### src/rtl/usb_tx_data_packetizer.sv
// usb_tx_data_packetizer: builds a USB DATAx byte stream (PID, payload, ~CRC16)
// and drives the neighbouring byte-parallel CRC16 engine.
// Ports:
//   clk, rst_n                   clock, asynchronous active-low reset
//   start_i, pid_i, len_i        packet request (sampled in IDLE only)
//   busy_o, done_o, err_o        status: not idle, final CRC byte accepted, oversize start
//   pl_data_i/pl_valid_i/pl_ready_o   payload input stream
//   tx_data_o/tx_valid_o/tx_ready_i/tx_last_o   packet output stream
//   crc_clear_o, crc_data_o, crc_valid_o, crc_i   CRC engine hookup
module usb_tx_data_packetizer #(
    parameter int MAX_PAYLOAD = 1023,
    parameter int LEN_W       = 11
) (
    input  logic             clk,
    input  logic             rst_n,
    input  logic             start_i,
    input  logic [3:0]       pid_i,
    input  logic [LEN_W-1:0] len_i,
    output logic             busy_o,
    output logic             done_o,
    output logic             err_o,
    input  logic [7:0]       pl_data_i,
    input  logic             pl_valid_i,
    output logic             pl_ready_o,
    output logic [7:0]       tx_data_o,
    output logic             tx_valid_o,
    input  logic             tx_ready_i,
    output logic             tx_last_o,
    output logic             crc_clear_o,
    output logic [7:0]       crc_data_o,
    output logic             crc_valid_o,
    input  logic [15:0]      crc_i
);
    typedef enum logic [2:0] {IDLE, PID, DATA, CRC_WAIT, CRC_LO, CRC_HI} state_t;

    state_t           state_q, state_d;
    logic [3:0]       pid_q, pid_d;
    logic [LEN_W-1:0] rem_q, rem_d;
    logic             wait_q, wait_d;
    logic [15:0]      crc_q, crc_d;
    logic             len_ok;
    logic             xfer;

    assign len_ok = len_i <= LEN_W'(MAX_PAYLOAD);
    assign xfer   = pl_valid_i && tx_ready_i;

    always_ff @(posedge clk or negedge rst_n) begin
        if (!rst_n) begin
            state_q <= IDLE;
            pid_q   <= '0;
            rem_q   <= '0;
            wait_q  <= 1'b0;
            crc_q   <= '0;
        end else begin
            state_q <= state_d;
            pid_q   <= pid_d;
            rem_q   <= rem_d;
            wait_q  <= wait_d;
            crc_q   <= crc_d;
        end
    end

    always_comb begin
        state_d     = state_q;
        pid_d       = pid_q;
        rem_d       = rem_q;
        wait_d      = wait_q;
        crc_d       = crc_q;
        busy_o      = state_q != IDLE;
        done_o      = 1'b0;
        err_o       = 1'b0;
        pl_ready_o  = 1'b0;
        tx_data_o   = '0;
        tx_valid_o  = 1'b0;
        tx_last_o   = 1'b0;
        crc_clear_o = 1'b0;
        crc_data_o  = '0;
        crc_valid_o = 1'b0;
        case (state_q)
            IDLE: begin
                // rst_n gating keeps the combinational pulses quiet while reset is held
                if (start_i && rst_n) begin
                    if (len_ok) begin
                        pid_d       = pid_i;
                        rem_d       = len_i;
                        crc_clear_o = 1'b1;
                        state_d     = PID;
                    end else begin
                        err_o = 1'b1;
                    end
                end
            end
            PID: begin
                tx_data_o  = {~pid_q, pid_q};
                tx_valid_o = 1'b1;
                if (tx_ready_i) state_d = (rem_q != '0) ? DATA : CRC_WAIT;
            end
            DATA: begin
                tx_data_o  = pl_data_i;
                tx_valid_o = pl_valid_i;
                pl_ready_o = tx_ready_i;
                if (xfer) begin
                    crc_valid_o = 1'b1;
                    crc_data_o  = pl_data_i;
                    rem_d       = rem_q - LEN_W'(1);
                    if (rem_q == LEN_W'(1)) state_d = CRC_WAIT;
                end
            end
            CRC_WAIT: begin
                // two cycles cover the engine's two-edge pipeline after the last byte
                wait_d = ~wait_q;
                if (wait_q) begin
                    crc_d   = crc_i;
                    state_d = CRC_LO;
                end
            end
            CRC_LO: begin
                tx_data_o  = ~crc_q[7:0];
                tx_valid_o = 1'b1;
                if (tx_ready_i) state_d = CRC_HI;
            end
            CRC_HI: begin
                tx_data_o  = ~crc_q[15:8];
                tx_valid_o = 1'b1;
                tx_last_o  = 1'b1;
                if (tx_ready_i) begin
                    done_o  = 1'b1;
                    state_d = IDLE;
                end
            end
            default: state_d = IDLE;
        endcase
    end
endmodule
### config.mk
export PLATFORM = sky130hd
export DESIGN_NAME = usb_tx_data_packetizer
export DESIGN_NICKNAME = d
export VERILOG_FILES = /design/src/rtl/usb_tx_data_packetizer.sv
export SDC_FILE = /design/constraint.sdc
export NUM_CORES = 1
export LEC_CHECK = 0
export BUFFER_PORTS_ARGS = -buffer_cell sky130_fd_sc_hd__clkbuf_2
export CORE_ASPECT_RATIO = 1.5
export CORE_MARGIN = 4
export CORE_UTILIZATION = 55
export DETAILED_ROUTE_END_ITERATION = 7
export PLACE_DENSITY = 0.85
export SYNTH_ARGS = -nofsm -noshare
export SYNTH_HDL_FRONTEND = slang
export SYNTH_SLANG_ARGS = --single-unit
export TNS_END_PERCENT = 10
### constraint.sdc
create_clock -name clk -period 2.9 [get_ports clk]
set_input_delay 0.145 -clock clk [delete_from_list [all_inputs] [get_ports clk]]
set_output_delay 0.145 -clock clk [all_outputs]
set_load 0.01 [all_outputs]
==> summary.txt <==
Outcome
  – Outcome: finished, final reports clean

Yosys
  – Synthesized area: 2102 µm²
  – Mean Syn Cell Area: 9.555 µm²
  – Gate Count Post-Synth: 220
  – Post-synthesis sequential area ratio: 41.67%
  – Post-Syn Nets: 266
  – Post-synth ARST share: 100.0%
  – EDFF count, synth: 0
  – Synth cell types: 52
  – Most used flip-flop cell after synthesis: dfrtp_1
  – Yosys warning count: 0
  – Synth Register Bits: 35

STA
  – Final Skew: 0.01084 ns
  – Max Slew Vio Count: 0
  – Crit path time final: 2.321 ns
  – Final setup TNS: 0 ns
  – Worst slew margin: 37.18%
  – Final setup fails: 0
  – Final Cycle Share: 80.04%
  – RSZ-0062 raised after global routing: no
  – Fin. Hold Viols: 0
  – Worst slew pin tran: 0.9361 ns
  – Max Clock Freq: 0.4308 GHz

Finish
  – Final net count: 329
  – Share of cells above drive strength 1: 33.45%
  – N_diodes: 0
  – Area growth, synth to finish: 22.32%

Power
  – Max rail drop VDD: 0.6076 mV
  – Final Total Pwr: 2.723 mW
  – P per Cell Area: 1059 nW/µm²
  – Leak: 1.188 nW

Clock tree
  – Reg clk slew, reported paths: 0.08 ns
  – TritonCTS Buffers: 5
  – TritonCTS clock tree: done
  – Post-cts sizing count: 0
  – Clock buffer depth: 2
  – Post-CTS Setup Bufs: 0
  – Clock Sinks: 35
  – Clock Latency Late Sink: 0.30 ns
  – Root buf cell: clkbuf_8
  – # hold bufs at CTS: 1
  – H-tree depth: 2

Floorplanning
  – Initial core utilization: 57.08%
  – Die area: 4895 µm²
  – Die Width: 58.48 µm
  – Core area: 3682 µm²
  – Die Ht: 83.72 µm
  – # rows: 27
  – I/O pins: 68

Detailed routing
  – Antenna-violating nets left: 0
  – Drt pass-1 iters: 4
  – Per-cell routed wire length: 15.88 µm
  – DR vias: 1921
  – # DRC: 0
  – Post-Route WL: 5194 µm
  – Vias per std cell: 5.875
  – 1st-iter DRT viols: 130

Critical path
  – WS Path Type: reg -> out
  – Worst path required time: 2.76 ns
  – Arr. time, crit path: 2.18 ns
  – Critical path endpoint category: output port
  – Worst Path Max Fanout: 23
  – Startpoint Class: flip-flop

Global routing
  – Initial antenna violation count: 0
  – Vias in the first global route: 2015
  – Gr ovfl total: 0
  – Pin count of the biggest net entering global routing: 38
  – Tot GR Track Use: 23.65%
  – First-pass GRT wire length: 8942 µm

Placement
  – Number of I/O port buffers: 67
  – Final HPWL DP: 3851 µm
  – Gpl congestion: 0.8231

Run
  – Max Cap Viol: 0

Worst hold path
  – Worst min path class: in -> reg
## critical path, stage by stage, from the launching register on
cell and delay, ns:
dfrtp_1 0.73, or3b_4 0.58, nor2_4 0.26, and2_1 0.17
clkbuf_2 0.13
## Yosys cell counts, types with 2 or more instances
| cell | instances | area [µm²] |
|---|---|---|
| a32oi_1 | 2 | 17.52 |
| nand2_1 | 10 | 37.54 |
| and3_1 | 2 | 12.51 |
| nand2b_1 | 4 | 25.02 |
| mux2i_1 | 4 | 40.04 |
| mux2_1 | 13 | 146.4 |
| nor3_1 | 3 | 15.01 |
| nor3b_2 | 2 | 25.02 |
| dfrtp_1 | 35 | 875.8 |
| o22ai_1 | 3 | 18.77 |
| nor4_2 | 2 | 25.02 |
| ha_1 | 2 | 25.02 |
| a211oi_1 | 2 | 15.01 |
| a21oi_1 | 19 | 95.09 |
| nor2_1 | 21 | 78.83 |
| mux2_2 | 8 | 90.09 |
| buf_6 | 2 | 22.52 |
| inv_1 | 6 | 22.52 |
| a22oi_1 | 3 | 22.52 |
| o21a_1 | 2 | 15.01 |
| clkbuf_1 | 4 | 15.01 |
| and2_1 | 11 | 68.82 |
| nand3_1 | 6 | 30.03 |
| o2bb2ai_1 | 3 | 26.28 |
| o21ai_1 | 5 | 25.02 |
| o21ai_0 | 16 | 80.08 |
| buf_2 | 5 | 25.02 |
## layer usage
| metal | GRT usage [%] | up-vias | wire length (µm) |
|---|---|---|---|
| met4 | 10.34 | 0 | 128 |
| met5 | 0 | - | 0 |
| li1 | - | 924 | - |
| met1 | 27.23 | 906 | 1972 |
| met3 | 6.347 | 12 | 376 |
| met2 | 39.78 | 79 | 2718 |
## worst paths after layout
kind	start	endpoint	slack (ns)	cells after the start
max in group asynchronous	rst_n	crc_q[2]$_DFFE_PN0P_	2.13	3
setup / recovery	state_q[1]$_DFFE_PN0P_	crc_data_o[4]	0.58	4
hold / removal	crc_i[12]	crc_q[12]$_DFFE_PN0P_	0.06	2
min in group asynchronous	rst_n	crc_q[1]$_DFFE_PN0P_	0.43	3
hold reg to reg	crc_q[14]$_DFFE_PN0P_	crc_q[14]$_DFFE_PN0P_	0.51	1
setup reg to reg	state_q[0]$_DFFE_PN0P_	crc_q[7]$_DFFE_PN0P_	0.80	4
## power breakdown
part / internal (mW) / switching, mW
clock network: 0.343 / 0.192
registers: 0.728 / 0.295
logic: 0.538 / 0.627
## stage by stage
step | hold slack [ns] | area (µm²) | setup WS [ns] | cells | util (%)
floorplan | -0.1506 | 2102 | 1.323 | 220 | -
global placement | 0.2432 | 2425 | 0.8107 | 318 | 65.85
detailed placement | 0.2371 | 2425 | 0.8175 | 318 | 65.85
CTS | 0.05123 | 2571 | 0.5857 | 327 | 69.83
global route | 0.05622 | 2571 | 0.3801 | 327 | 69.83
finish | 0.05983 | 2571 | 0.5788 | 327 | 69.83
## state kept, by name, indices dropped and copies added (netlist names)
| signal | flops |
|---|---|
| crc_q | 16 |
| rem_q | 11 |
| pid_q | 4 |
| state_q | 3 |
| wait_q | 1 |
## logic make-up (layout without fill, tap and decap cells)
group	count (synthesis)	after routing	share of synthesized area [%]
buffers and inverters	20	84	4.761
muxes	25	25	13.15
adders and majority gates	2	2	1.190
xor gates and xnor gates	1	1	0.4167
AOI/OAI and AO/OA	62	62	18.04
and+or+nand+nor	75	75	20.77
DFF	35	35	41.67
## cell usage in the layout (no fill, tap or decap), types with 2 or more instances in the layout
cell,instances
o22ai_1,3
nand2_1,10
nand3_1,6
and3_1,2
nor3b_2,2
o21ai_0,16
mux2_2,8
clkbuf_8,5
o2bb2ai_1,3
a22oi_1,3
nor2_1,21
nor4_2,2
dfrtp_1,35
a32oi_1,2
mux2i_1,4
o21ai_1,5
o21a_1,2
nand2b_1,4
and2_1,11
inv_1,6
nor3_1,3
a21oi_1,19
mux2_1,13
ha_1,2
clkbuf_2,67
a211oi_1,2
bufinv_16,2
## area by class of cell
type	instances	area [µm²]
Inverter	7	26.28
Sequential cell	35	875.8
Clock inverter	3	67.56
Multi-Input combinational cell	165	1126
Timing Repair Buffer	69	352.8
Clock buffer	5	68.82
Fill cell	299	1111
Tap cell	43	53.80
(Power assumes the default switching activity.)
